`src/rtl/palette_arbiter.sv`:
```
// rtl/palette_arbiter.sv - palette RAM arbiter: pixel reads during video, queued host writes committed in blanking
module palette_arbiter #(
   parameter int ADDR_W     = 6,
   parameter int DATA_W     = 24,
   parameter int FIFO_DEPTH = 4,
   localparam int CNT_W     = $clog2(FIFO_DEPTH) + 1
) (
   input  logic              rfr_clk,
   input  logic              reset_n,
   input  logic              video_on,
   input  logic              frame_start,
   input  logic              frame_lock,
   input  logic [ADDR_W-1:0] pix_addr,
   output logic [DATA_W-1:0] pix_data,
   input  logic              host_wr_valid,
   output logic              host_wr_ready,
   input  logic [ADDR_W-1:0] host_wr_addr,
   input  logic [DATA_W-1:0] host_wr_data,
   output logic [ADDR_W-1:0] ram_addr,
   output logic [DATA_W-1:0] ram_wdata,
   output logic              ram_we,
   input  logic [DATA_W-1:0] ram_rdata,
   output logic [CNT_W-1:0]  pending_cnt,
   output logic              overflow_err
);

   localparam int PTR_W = $clog2(FIFO_DEPTH);
   localparam logic [CNT_W-1:0] FULL_CNT = CNT_W'(FIFO_DEPTH);

   typedef enum logic [1:0] {
      ACTIVE,
      BLANK_WAIT,
      BLANK_DRAIN
   } state_t;

   state_t            state;
   logic [ADDR_W-1:0] fifo_addr [FIFO_DEPTH];
   logic [DATA_W-1:0] fifo_data [FIFO_DEPTH];
   logic [PTR_W-1:0]  wr_ptr;
   logic [PTR_W-1:0]  rd_ptr;
   logic              ready_en;
   logic              pix_vld;
   logic              push;
   logic              pop;

   // ready_en keeps the host stalled until the first clock after reset release
   assign host_wr_ready = ready_en && (pending_cnt != FULL_CNT);
   assign push          = host_wr_valid && host_wr_ready;
   assign pop           = (state == BLANK_DRAIN) && !video_on && (pending_cnt != '0);

   assign ram_we    = pop;
   assign ram_addr  = pop ? fifo_addr[rd_ptr] : pix_addr;
   assign ram_wdata = fifo_data[rd_ptr];

   always_ff @(posedge rfr_clk or negedge reset_n) begin
      if (!reset_n) begin
         state <= ACTIVE;
      end else if (video_on) begin
         state <= ACTIVE;
      end else begin
         case (state)
            // a frame_start coinciding with the first blank cycle must not be missed
            ACTIVE:      state <= (frame_lock && !frame_start) ? BLANK_WAIT : BLANK_DRAIN;
            BLANK_WAIT:  state <= frame_start ? BLANK_DRAIN : BLANK_WAIT;
            BLANK_DRAIN: state <= BLANK_DRAIN;
            default:     state <= ACTIVE;
         endcase
      end
   end

   always_ff @(posedge rfr_clk) begin
      if (push) begin
         fifo_addr[wr_ptr] <= host_wr_addr;
         fifo_data[wr_ptr] <= host_wr_data;
      end
   end

   always_ff @(posedge rfr_clk or negedge reset_n) begin
      if (!reset_n) begin
         ready_en     <= 1'b0;
         wr_ptr       <= '0;
         rd_ptr       <= '0;
         pending_cnt  <= '0;
         overflow_err <= 1'b0;
      end else begin
         ready_en <= 1'b1;
         if (push) begin
            wr_ptr <= wr_ptr + PTR_W'(1);
         end
         if (pop) begin
            rd_ptr <= rd_ptr + PTR_W'(1);
         end
         case ({push, pop})
            2'b10:   pending_cnt <= pending_cnt + CNT_W'(1);
            2'b01:   pending_cnt <= pending_cnt - CNT_W'(1);
            default: pending_cnt <= pending_cnt;
         endcase
         if (host_wr_valid && (pending_cnt == FULL_CNT)) begin
            overflow_err <= 1'b1;
         end
      end
   end

   // write cycles are masked so a RAM write never leaks onto the RGB output
   always_ff @(posedge rfr_clk or negedge reset_n) begin
      if (!reset_n) begin
         pix_vld  <= 1'b0;
         pix_data <= '0;
      end else begin
         pix_vld  <= video_on && !ram_we;
         pix_data <= pix_vld ? ram_rdata : '0;
      end
   end

endmodule

```
`config.mk`:
```
export PLATFORM = sky130hd
export DESIGN_NAME = palette_arbiter
export DESIGN_NICKNAME = d
export VERILOG_FILES = /design/src/rtl/palette_arbiter.sv
export SDC_FILE = /design/constraint.sdc
export NUM_CORES = 1
export LEC_CHECK = 0
export CAP_MARGIN = 10
export CORE_AREA = 2 2 109 111
export CTS_BUF_LIST = sky130_fd_sc_hd__clkbuf_2
export CTS_CLUSTER_DIAMETER = 40
export DETAILED_ROUTE_END_ITERATION = 6
export DIE_AREA = 0 0 111 113
export GPL_ROUTABILITY_DRIVEN = 0
export PLACE_DENSITY_LB_ADDON = 0.08
export SLEW_MARGIN = 15
export SYNTH_ARGS = -nofsm -noshare
export SYNTH_HDL_FRONTEND = slang
export SYNTH_SLANG_ARGS = --single-unit
```
`constraint.sdc`:
```
create_clock -name rfr_clk -period 3.1 [get_ports rfr_clk]
set_clock_uncertainty 0.15 [all_clocks]
set_input_delay 0.465 -clock rfr_clk [delete_from_list [all_inputs] [get_ports rfr_clk]]
set_output_delay 0.465 -clock rfr_clk [all_outputs]
set_load 0.005 [all_outputs]
```
* Word level (Yosys, flattened, before mapping)
Memory sizes are Yosys's and may differ from the RTL's.
Cells that the tools add are included.
** Storage, ports and cells
- Bits in registers :: 36
- Memory bits (writable) :: 120
- Input bits :: 66
- Logic and storage cells :: 42
- Memories kept :: 2
** Memories
- fifo_data :: depth 4, width 24, rd ports 1, clocked after Yosys merged registers in 0, write ports 1, line 38 : logic [DATA_W-1:0] fifo_data [FIFO_DEPTH];
- fifo_addr :: depth 4, width 6, rd ports 1, clocked after Yosys merged registers in 0, write ports 1, line 37 : logic [ADDR_W-1:0] fifo_addr [FIFO_DEPTH];
** Cells by class
- $add $sub $neg :: 4
- Eq/ne operators :: 6
- Mux-type cells :: 9
- Reduce and logical (&&, ||, !) cells :: 13
** Operator list (number)
- $mux W24 :: 1
- $logic_and A1 B1 Y1 :: 7
- $mux W2 :: 3
- $mux W6 :: 1
- $pmux W2 S3 :: 1
- $pmux W3 S2 :: 1
- $add A2 B1 Y2 const B :: 2
- $eq A2 B1 Y1 const B :: 2
- $eq A2 B2 Y1 const B :: 2
- $add A3 B1 Y3 const B :: 1
- $eq A3 B3 Y1 const B :: 1
- $logic_not A1 Y1 :: 3
- $ne A3 B3 Y1 const B :: 1
- $reduce_bool A3 Y1 :: 1
- $sub A3 B1 Y3 const B :: 1
- $logic_not A2 Y1 :: 1
- $mux W1 :: 2
- $reduce_bool A2 Y1 :: 1

* Depth between registers and ports, before layout
Gate-level depths: netlist (run 1).
- Word-level depth :: 5
- Gate-level depth with buffers :: 10

* Worst setup path after synthesis (run 1)
Ideal clock, no wire load.
- Path type :: register to register
- Start point :: reg pending_cnt[0]
- End point :: reg pending_cnt[2]
- Library setup time :: 79 ps
- Arrival :: 2081 ps
- Required time :: 2871 ps
- Path slack :: 790 ps
- Cell stages (with the launch flop) :: 11
- Path buffers :: 1
- Cell sequence :: dfrtp_1 > or3b_1 > and3_1 > buf_6 > inv_1 > ha_1 > inv_1 > fa_1 > xor2_1 > nor2_1 > xor2_1
** Between the ends
- Cells in the longest elaborated chain, start to end :: 5
** RTL lines
- start, declared :: line 23 : output logic [CNT_W-1:0] pending_cnt,
- start signal, assigned :: line 94 : 2'b10: pending_cnt <= pending_cnt + CNT_W'(1);
- start signal, assigned :: line 95 : 2'b01: pending_cnt <= pending_cnt - CNT_W'(1);
- start signal, assigned :: line 96 : default: pending_cnt <= pending_cnt;
- $ne A3 B3 Y1 :: line 47 : assign host_wr_ready = ready_en && (pending_cnt != FULL_CNT);
- $logic_and A1 B1 Y1 :: line 47
- $logic_and A1 B1 Y1 :: line 48 : assign push = host_wr_valid && host_wr_ready;
- $eq A2 B1 Y1 or $eq A2 B2 Y1 (tied branches) :: line 93 : case ({push, pop})
- $pmux W3 S2 or $reduce_bool A2 Y1 (tied branches)
Several ways; a longest one is shown, not always the timed one.
A chain may end at the register's enable or synchronous reset.

* Worst setup path after layout (run 1)
- Start point :: reg rd_ptr[0]
- End point :: out ram_wdata[9]
** Between the ends
- Cells in the longest elaborated chain, start to end :: 1
** RTL lines
- start, declared :: line 40 : logic [PTR_W-1:0] rd_ptr;
- start signal, assigned :: line 91 : rd_ptr <= rd_ptr + PTR_W'(1);
- $mem_v2 Z4 W24
- end, declared :: line 20 : output logic [DATA_W-1:0] ram_wdata,
No other way between the ends.

==> impl_metrics.csv, run 1 <==
group,metric,value,unit
global_route,grt_pass1_wl,15800,um
die,row_count,39,
layout,drive_above_1_share,0.229,
layout,fillers,775,
global_route,antenna_found_initial,0,
timing,worstMarginPinSlew,516,ps
detailed_routing,drt-total-wl,10100,um
clocking,cts_tree,"yes",
worst_setup_path,endpoint_kind,"output port",
power_and_ir_drop,power_per_cell_area,724,nW/um2
clocking,cts_root_buf,"clkbuf_2",
timing,hold_slack,183,ps
timing,slew_headroom,0.656,
power_and_ir_drop,p_leak,2.96,nW
timing,setup_viol,0,
place,hpwl,6390,um
detailed_routing,drt-pass1-iter-count,4,
logic_synthesis,yosysSeqAreaShare,0.777,
logic_synthesis,synth.distinct_cells,29,
worst_setup_path,path_class,"register to output port",
power_and_ir_drop,vdd.ir_drop.worst,0.507,mV
detailed_routing,wire_per_inst,17.5,um
timing,hold_viol_final,0,
detailed_routing,antenna_left,0,
timing,min_period,2940,ps
layout,syn2layout_area_growth,33.4,%
detailed_routing,viasPerCell,5.10,
min_path,hold_class,"primary input to register",
clocking,insertion_delay,660,ps
timing,finalCritPeriodShare,0.949,
clocking,cts_htree_levels,4,
worst_setup_path,path_max_fanout,6,
status,status,"complete, no violations",
die,ioPinCount,126,
worst_setup_path,startpoint_type,"register",
global_route,grt_overflow,0,
worst_setup_path,crit_arrival,2330,ps
timing,fin_tns_setup,0,ps
detailed_routing,drtIter0Drc,87,
timing,finalMaxSlewViolations,0,
detailed_routing,vias,2937,
clocking,path_clk_slew,230,ps
die,dieArea,12500,um2
global_route,grt_max_degree,37,
clocking,cts_buffers,17,
logic_synthesis,ys_warn_count,0,
clocking,clk_path_buf_depth,2,
timing,fmax,340,MHz
die,die_h,113,um
logic_synthesis,avgSynthCellArea,21.7,um2
timing,rsz0062_at_grt,"no",
clocking,cts_sinks,156,
place,port_buffers,125,
logic_synthesis,synthesis.nets,339,
global_route,gr-usage-all-layers,0.170,
detailed_routing,drc_errors,0,
die,start_util,0.514,
global_route,grt_pass1_vias,3089,
layout,antenna_cells,0,
layout,final_nets,492,
logic_synthesis,synth.cell_area,5800,um2
logic_synthesis,ys_ff_latch,156,
logic_synthesis,netlist_instances,267,
die,core,11300,um2
run,maxCapViolCount,0,
die,die_w,111,um
worst_setup_path,worst-endpoint-required,2480,ps
layout,utilization,0.686,
-- Yosys cell counts --
cell      number  share of area
edfxtp_1     120           0.62
dfrtp_1       36           0.16
mux4_2        30           0.12
and2_1        24          0.026
inv_1          7         0.0045
mux2_2         6          0.012
and2_2         5         0.0065
ha_1           5          0.011
xor2_1         4         0.0060
buf_2          3         0.0026
buf_6          3         0.0058
clkbuf_1       3         0.0019
nor2_1         3         0.0019
buf_4          2         0.0026
xnor2_1        2         0.0030
a21o_1         1         0.0013
a21oi_1        1        0.00086
a41o_2         1         0.0019
and3_1         1         0.0011
and4b_1        1         0.0017
conb_1         1        0.00065
fa_1           1         0.0035
mux2_4         1         0.0026
mux2i_1        1         0.0017
nand2_1        1        0.00065
nor3_1         1        0.00086
nor4_1         1         0.0011
nor4_4         1         0.0037
or3b_1         1         0.0015
-- cell families (layout without fill, tap and decap cells) --
group / after synthesis / after routing / synth area share
AO/OA/AOI/OAI: 3 / 3 / 0.00410
XOR/XNOR: 6 / 6 / 0.00907
adder cells (fa/ha/maj): 6 / 6 / 0.0142
buffers and inverters: 18 / 184 / 0.0175
flip-flops: 156 / 156 / 0.777
multiplexers: 38 / 38 / 0.133
other: 1 / 1 / 0.000647
AND/OR/NAND/NOR: 39 / 39 / 0.0449
-- report_power, final --
group          switching, mW  internal, mW
Clock                  0.689         0.547
Combinational          0.644          1.08
Sequential             0.129          2.51
-- cell type report --
| type | instances | area (um2) | share of cell area |
|---|---|---|---|
| well taps | 143 | 179 | 0.0231 |
| inverters | 7 | 26.3 | 0.00340 |
| multi-input cells | 93 | 1200 | 0.155 |
| flip-flops and latches | 156 | 4510 | 0.583 |
| clock buffers | 19 | 95.1 | 0.0123 |
| repair buffers | 145 | 1530 | 0.198 |
| clock inverters | 13 | 188 | 0.0243 |
-- critical path: stages (launching register included) --
cell           delay (ps)
dfrtp_4               550
buf_12                160
clkbuf_16             150
buf_4                 130
mux4_2                410
dlygate4sd2_1         280
-- flip-flops by register name, summed over array words and instances (netlist names) --
| name | count |
|---|---|
| fifo_data | 96 |
| wr_ptr | 2 |
| pix_vld | 1 |
| pix_data | 24 |
| ready_en | 1 |
| fifo_addr | 24 |
| rd_ptr | 2 |
| state | 2 |
| pending_cnt | 3 |
| overflow_err | 1 |
-- per-stage QoR --
stage	cell area, um2	instances	worst slack, ps	power (mW)
after floorplan	5800	267	790	3.52
after global placement	7270	534	232	4.30
after detailed placement	7270	534	212	4.32
after CTS	7630	572	2.60	5.66
after global routing	7730	576	2.13	5.89
final	7730	576	159	5.60
-- cells in the final DEF, fill, tap and decap left out, drive strengths merged, types with 2 or more instances in the layout --
cell           Yosys  final
xnor2              2      2
mux2               7      7
bufinv             0      4
clkdlybuf4s50      0     95
inv                7     12
dfrtp             36     36
xor2               4      4
dlygate4sd2        0     12
nor2               3      3
and2              29     29
clkbuf             3     20
clkinv             0      4
nor4               2      2
dlymetal6s2s       0     18
mux4              30     30
buf                8     18
edfxtp           120    120
ha                 5      5
-- repair_timing --
item / 4_1_cts / 5_1_grt
gates resized for setup: 25 / 21
gates cloned: 0 / 1
setup endpoints to repair: 30 / 19
pin swaps: 0 / 0
hold buffers: 1 / 0
endpoints found under the hold margin: 36 / 0
setup buffers: 5 / 3
-- path summary, 6_finish.rpt --
check | from | end | slack [ps] | cells after the start
min | ram_rdata[16] | pix_data[16] | 180 | 2
min reg2reg | state[1] | state[0] | 330 | 1
min in group asynchronous | reset_n | pix_data[0] | 570 | 3
max reg2reg | pending_cnt[1] | pending_cnt[2] | 640 | 9
max | rd_ptr[0] | ram_wdata[9] | 160 | 5
max in group asynchronous | reset_n | rd_ptr[0] | 1870 | 3
-- routing by layer --
layer | vias up | GRT usage | share of wire
met3 | 13 | 0.0793 | 0.094
met5 | - | 0 | 0
li1 | 1347 | - | -
met2 | 121 | 0.275 | 0.49
met1 | 1456 | 0.203 | 0.40
met4 | 0 | 0.0625 | 0.014
No activity file was read; power rests on OpenSTA's default activity.
==> inputs of run 2 (changes only) <==
- PLACE_DENSITY_LB_ADDON: 0.08 -> 0.12
==> run 2 against run 1 <==
Wire length grew 3.8%. Combinational power rose by 7%. Clock power grew 9%. Critical path depth stayed put. Sequential share of layout area decreased by 0.57 points. Flip-flop and latch count is the same. Core utilization is 0.65 points higher. Cell area rose by 0.95%. Hold slack lost 0.56 ps. Via count up 1.7%. Clock-buffer cell count grew 3. Largest cell class unchanged.
==> impl_metrics.csv, run 2 (synthesized netlist as in run 1, its figures left out) <==
group,metric,value,unit
clocking,cts_tree,"yes",
worst_setup_path,path_class,"register to output port",
clocking,cts_sinks,156,
power_and_ir_drop,power,5.82,mW
timing,fin_tns_setup,0,ps
place,dp.cells,533,
timing,setup_viol,0,
place,hpwl,6930,um
place,pre_cts_slack,223,ps
worst_setup_path,path_max_fanout,5,
place,port_buffers,125,
timing,worstMarginPinSlew,785,ps
die,die_h,113,um
worst_setup_path,cp-startpoint,"rd_ptr[0]",
layout,layout_commonest_cell,"edfxtp_1",
detailed_routing,drt-pass1-iter-count,6,
worst_setup_path,endpoint_kind,"output port",
status,status,"complete, no violations",
layout,top_register,"fifo_data",
layout,instances_no_fill,582,
power_and_ir_drop,p_comb_frac,0.317,
power_and_ir_drop,seqPwrFrac,0.451,
detailed_routing,antenna_left,0,
worst_setup_path,timing.rr.start,"pending_cnt[2]",
layout,drive_above_1_share,0.244,
layout,layout_common_cells,"120 x edfxtp_1, 98 x clkdlybuf4s50_1, 34 x dfrtp_1",
clocking,clk_path_buf_depth,2,
detailed_routing,drc_errors,0,
timing,hold_viol_final,0,
detailed_routing,top_layer_used,"met5",
power_and_ir_drop,power_per_cell_area,745,nW/um2
layout,final-seq-area,4510,um2
clocking,path_clk_slew,220,ps
detailed_routing,met2_length,5390,um
die,die_w,111,um
global_route,grt_pass1_wl,16600,um
detailed_routing,drt-total-wl,10500,um
layout,final_nets,498,
clocking,cts_buffers,17,
global_route,grt_pass1_vias,3212,
power_and_ir_drop,power_switching,1.45,mW
worst_setup_path,max_stage_delay,530,ps
worst_setup_path,reg2regPathDepth,9,
worst_setup_path,startpoint_type,"register",
min_path,hold_depth,2,
timing,rsz0062_at_grt,"yes",
worst_setup_path,r2r_end,"pending_cnt[2]",
timing,hold_slack,182,ps
power_and_ir_drop,clock_power_share,0.232,
worst_setup_path,worst-endpoint-required,2480,ps
layout,largest_reg_flops,96,
global_route,antenna_found_initial,1,
timing,min_period,2960,ps
detailed_routing,met3_length,819,um
timing,fin_ws,143,ps
layout,largestRegisters,"fifo_data: 96 flops, fifo_addr: 24 flops, pix_data: 24 flops",
worst_setup_path,ff2ff_setup_slack,630,ps
timing,fmax,338,MHz
detailed_routing,viasPerCell,5.13,
die,dieArea,12500,um2
global_route,gr-usage-all-layers,0.177,
layout,syn2layout_area_growth,34.7,%
layout,multi_input_area,1200,um2
clocking,cts_htree_levels,4,
power_and_ir_drop,p_leak,3.01,nW
clocking,cts_root_buf,"clkbuf_2",
worst_setup_path,cp_slowest_cell,"dfrtp_4",
global_route,grt_max_degree,37,
layout,antenna_cells,0,
power_and_ir_drop,sw_frac_of_total,0.250,
timing,finalMaxSlewViolations,0,
run,maxCapViolCount,0,
detailed_routing,drtIter0Drc,141,
timing,finalCritPeriodShare,0.954,
detailed_routing,wl_met1,4170,um
timing,slew_headroom,0.477,
power_and_ir_drop,p_int,4.36,mW
die,start_util,0.514,
clocking,insertion_delay,640,ps
power_and_ir_drop,vdd.ir_drop.worst,0.493,mV
worst_setup_path,crit_arrival,2340,ps
global_route,grt_overflow,0,
min_path,hold_class,"primary input to register",
detailed_routing,wire_per_inst,18.0,um
die,ioPinCount,126,
die,core,11300,um2
die,row_count,39,
layout,fillers,763,
worst_setup_path,critPathCapture,"ram_addr[1]",
worst_setup_path,crit_chain,"buf_8 > buf_4 > mux4_2 > mux2_2 > clkdlybuf4s15_1",
detailed_routing,vias,2988,
## run 2: changes by cell type in the layout (fill, tap and decap cells not counted), moves of 2 or more
| cell | delta |
|---|---|
| dlygate4sd2_1 | -9 |
| buf_4 | +5 |
| clkbuf_2 | +5 |
| clkdlybuf4s50_1 | +3 |
| clkinv_4 | -3 |
| inv_4 | -3 |
| buf_8 | +2 |
| bufinv_16 | +2 |
| clkdlybuf4s15_1 | +2 |
| clkinv_2 | +2 |
| inv_6 | -2 |
## run 2: routing by layer
layer,GRT usage,vias to the layer above
met5,0,-
met4,0.0575,2
met3,0.0809,10
met2,0.294,108
met1,0.207,1515
li1,-,1353
## run 2: worst min path at each step
stage,start,to,slack [ps]
global route,ram_rdata[4],pix_data[4],70
detailed placement,state[1],state[0],310
floorplan,reset_n,overflow_err,20
CTS,ram_rdata[17],pix_data[17],110
global placement,overflow_err,overflow_err,310
finish,ram_rdata[17],pix_data[17],180
## run 2: worst max-delay path: cells and delay by family (launching register included)
kind	cells	cell delay, ps
multiplexers	2	700
flip-flops	1	530
buffers and inverters	3	470
## run 2: cell type report
class | count | share of cell area
clock buffer | 22 | 0.0141
clock inverter | 10 | 0.0255
inverter | 7 | 0.00336
multi-input combinational | 93 | 0.153
sequential | 156 | 0.577
tap | 143 | 0.0229
timing repair buffer | 151 | 0.203
## run 2: metrics by stage
| step | utilization | area [um2] |
|---|---|---|
| after floorplan | - | 5800 |
| after global placement | 0.645 | 7270 |
| after detailed placement | 0.645 | 7270 |
| after CTS | 0.680 | 7670 |
| after global routing | 0.693 | 7810 |
| final | 0.693 | 7810 |
## run 2: repair_timing
| action | in CTS | in global routing |
|---|---|---|
| endpoints found under the setup margin | 30 | 26 |
| gates resized for setup | 20 | 27 |
| endpoints found under the hold margin | 36 | 0 |
| gates cloned | 0 | 1 |
| setup buffers | 6 | 9 |
| hold buffers | 1 | 0 |
## run 2: power by group through the flow
| stage | registers (mW) | clock network [mW] | logic (mW) |
|---|---|---|---|
| after global routing | 2.65 | 1.47 | 1.99 |
| after floorplan | 2.63 | 0 | 0.898 |
| after detailed placement | 2.72 | 0 | 1.63 |
| after CTS | 2.64 | 1.39 | 1.78 |
| after global placement | 2.71 | 0 | 1.60 |
| final | 2.63 | 1.35 | 1.84 |
==> inputs of run 3 (changes only) <==
- CELL_PAD_IN_SITES_DETAIL_PLACEMENT: not set -> 0
- CELL_PAD_IN_SITES_GLOBAL_PLACEMENT: not set -> 2
- CORE_AREA: 2 2 109 111 -> 2 2 132 134
- DIE_AREA: 0 0 111 113 -> 0 0 134 136
- clock period: 3.1 -> 2.6 ns (I/O delays scaled with it)
==> run 3 against run 2 <==
The run now ends with negative setup slack left. Hold slack lost 78 ps. First-iteration DRC count fell by 36%. Clock-buffer cell count fell by 3. Core utilization decreased by 21 points. Largest power group unchanged. Highest routed layer unchanged.
==> impl_metrics.csv, run 3 (synthesized netlist as in run 1, its figures left out) <==
group,metric,value,unit
status,status,"complete, but fails checks",
status,violations,"negative setup slack",
worst_setup_path,startpoint_type,"register",
worst_setup_path,path_class,"register to output port",
clocking,clk_path_buf_depth,2,
power_and_ir_drop,vdd.ir_drop.worst,0.379,mV
timing,worstMarginPinSlew,812,ps
timing,slew_headroom,0.458,
timing,fmax,360,MHz
clocking,insertion_delay,690,ps
layout,largest_reg_flops,96,
detailed_routing,antenna_left,0,
detailed_routing,drtIter0Drc,90,
worst_setup_path,worst-endpoint-required,2060,ps
timing,min_period,2780,ps
worst_setup_path,max_stage_delay,480,ps
clocking,cts_htree_levels,4,
worst_setup_path,cp_common_cell,"buf_6",
timing,finalMaxSlewViolations,0,
worst_setup_path,crit_chain,"buf_12 > buf_6 > mux4_2 > mux2_4 > buf_6",
detailed_routing,drt-pass1-iter-count,4,
global_route,grt_pass1_wl,18500,um
layout,largestRegisters,"fifo_data: 96 flops, fifo_addr: 24 flops, pix_data: 24 flops",
min_path,hold_class,"primary input to register",
worst_setup_path,crit_arrival,2240,ps
detailed_routing,vias,3137,
die,core,16900,um2
power_and_ir_drop,power_per_cell_area,845,nW/um2
global_route,grt_overflow,0,
timing,fin_ws,-176,ps
die,start_util,0.343,
run,maxCapViolCount,0,
global_route,gr-usage-all-layers,0.138,
timing,rsz0062_at_grt,"yes",
worst_setup_path,endpoint_kind,"output port",
global_route,grt_max_degree,37,
global_route,grt_pass1_vias,3392,
layout,top_register,"fifo_data",
die,dieArea,18200,um2
timing,setup_viol,21,
place,port_buffers,125,
layout,final_nets,535,
layout,layout_common_cells,"120 x edfxtp_1, 92 x clkdlybuf4s50_1, 32 x dfrtp_1",
timing,hold_viol_final,0,
die,die_w,134,um
detailed_routing,drc_errors,0,
timing,finalCritPeriodShare,1.07,
layout,syn2layout_area_growth,41.5,%
die,row_count,48,
layout,drive_above_1_share,0.332,
power_and_ir_drop,p_leak,3.03,nW
layout,instances_no_fill,702,
worst_setup_path,cp_slowest_cell,"mux4_2",
detailed_routing,wire_per_inst,16.7,um
detailed_routing,viasPerCell,4.47,
power_and_ir_drop,power,6.93,mW
global_route,antenna_found_initial,2,
clocking,cts_sinks,156,
place,dp.cells,622,
worst_setup_path,path_max_fanout,6,
layout,utilization,0.486,
detailed_routing,drt-total-wl,11800,um
clocking,path_clk_slew,200,ps
clocking,cts_buffers,17,
die,die_h,136,um
layout,layout_commonest_cell,"edfxtp_1",
clocking,cts_root_buf,"clkbuf_2",
place,hpwl,7450,um
clocking,cts_tree,"yes",
die,ioPinCount,126,
-- run 3: cell types whose count changed in the layout (fill, tap and decap cells not counted), moves of 3 or more --
cell / previous run / this run
mux2_4: 1 / 7
dlygate4sd3_1: 1 / 21
buf_6: 1 / 21
mux2_2: 6 / 0
dlygate4sd2_1: 3 / 0
buf_12: 6 / 12
buf_2: 1 / 16
bufinv_16: 6 / 3
clkinvlp_4: 0 / 3
dlymetal6s2s_1: 19 / 0
clkdlybuf4s50_1: 98 / 92
buf_4: 15 / 20
-- run 3: final timing paths --
path | cells after the start | from | to | slack [ps]
setup / recovery | 5 | rd_ptr[0] | ram_addr[4] | -180
setup reg to reg | 10 | pending_cnt[0] | pending_cnt[2] | 210
min in group asynchronous | 2 | reset_n | ready_en | 120
hold reg to reg | 1 | overflow_err | overflow_err | 360
hold / removal | 2 | ram_rdata[22] | pix_data[22] | 100
max in group asynchronous | 2 | reset_n | rd_ptr[1] | 1590
-- run 3: critical path: cells and delay by family, from the launching register on --
kind / cells / cell delay, ps
buffers and inverters: 3 / 350
flip-flops: 1 / 450
multiplexers: 2 / 750
-- run 3: layout make-up --
cell class,instances,area (um2)
Antenna cell,1,2.50
Sequential cell,156,4510
Inverter,7,26.3
Tap cell,225,282
Multi-Input combinational cell,93,1240
Clock inverter,13,150
Timing Repair Buffer,188,1900
Fill cell,1454,8670
Clock buffer,19,95.1
-- run 3: what timing repair did --
item                       4_1_cts  5_1_grt
gates resized for setup        160       19
hold endpoints to repair        56        0
gates cloned                     1        0
buffers inserted                23        7
hold buffers                    21        0
pin swaps                        2        5
setup endpoints to repair       32       33
-- run 3: power by group --
part | internal, mW | switching (mW)
sequential | 3.00 | 0.131
clock | 0.533 | 0.817
combinational | 1.52 | 0.933
total | 5.05 | 1.88
-- run 3: per-stage QoR --
step,instance area [um2],hold WS (ps),TNS [ps],worst slack [ps]
after floorplan,5800,-55.6,0,290
after global placement,7480,310,-235,-45.0
after detailed placement,7480,300,-273,-55.8
after CTS,8190,0.606,-5570,-294
after global routing,8200,9.98,-5800,-316
final,8200,104,-1870,-176
-- run 3: metal layers --
layer / global-route usage / wire, um / vias up
met5: 0 / 14 / -
met1: 0.162 / 4800 / 1595
li1: - / - / 1428
met4: 0.0585 / 192 / 2
met3: 0.0552 / 839 / 16
met2: 0.226 / 5910 / 96
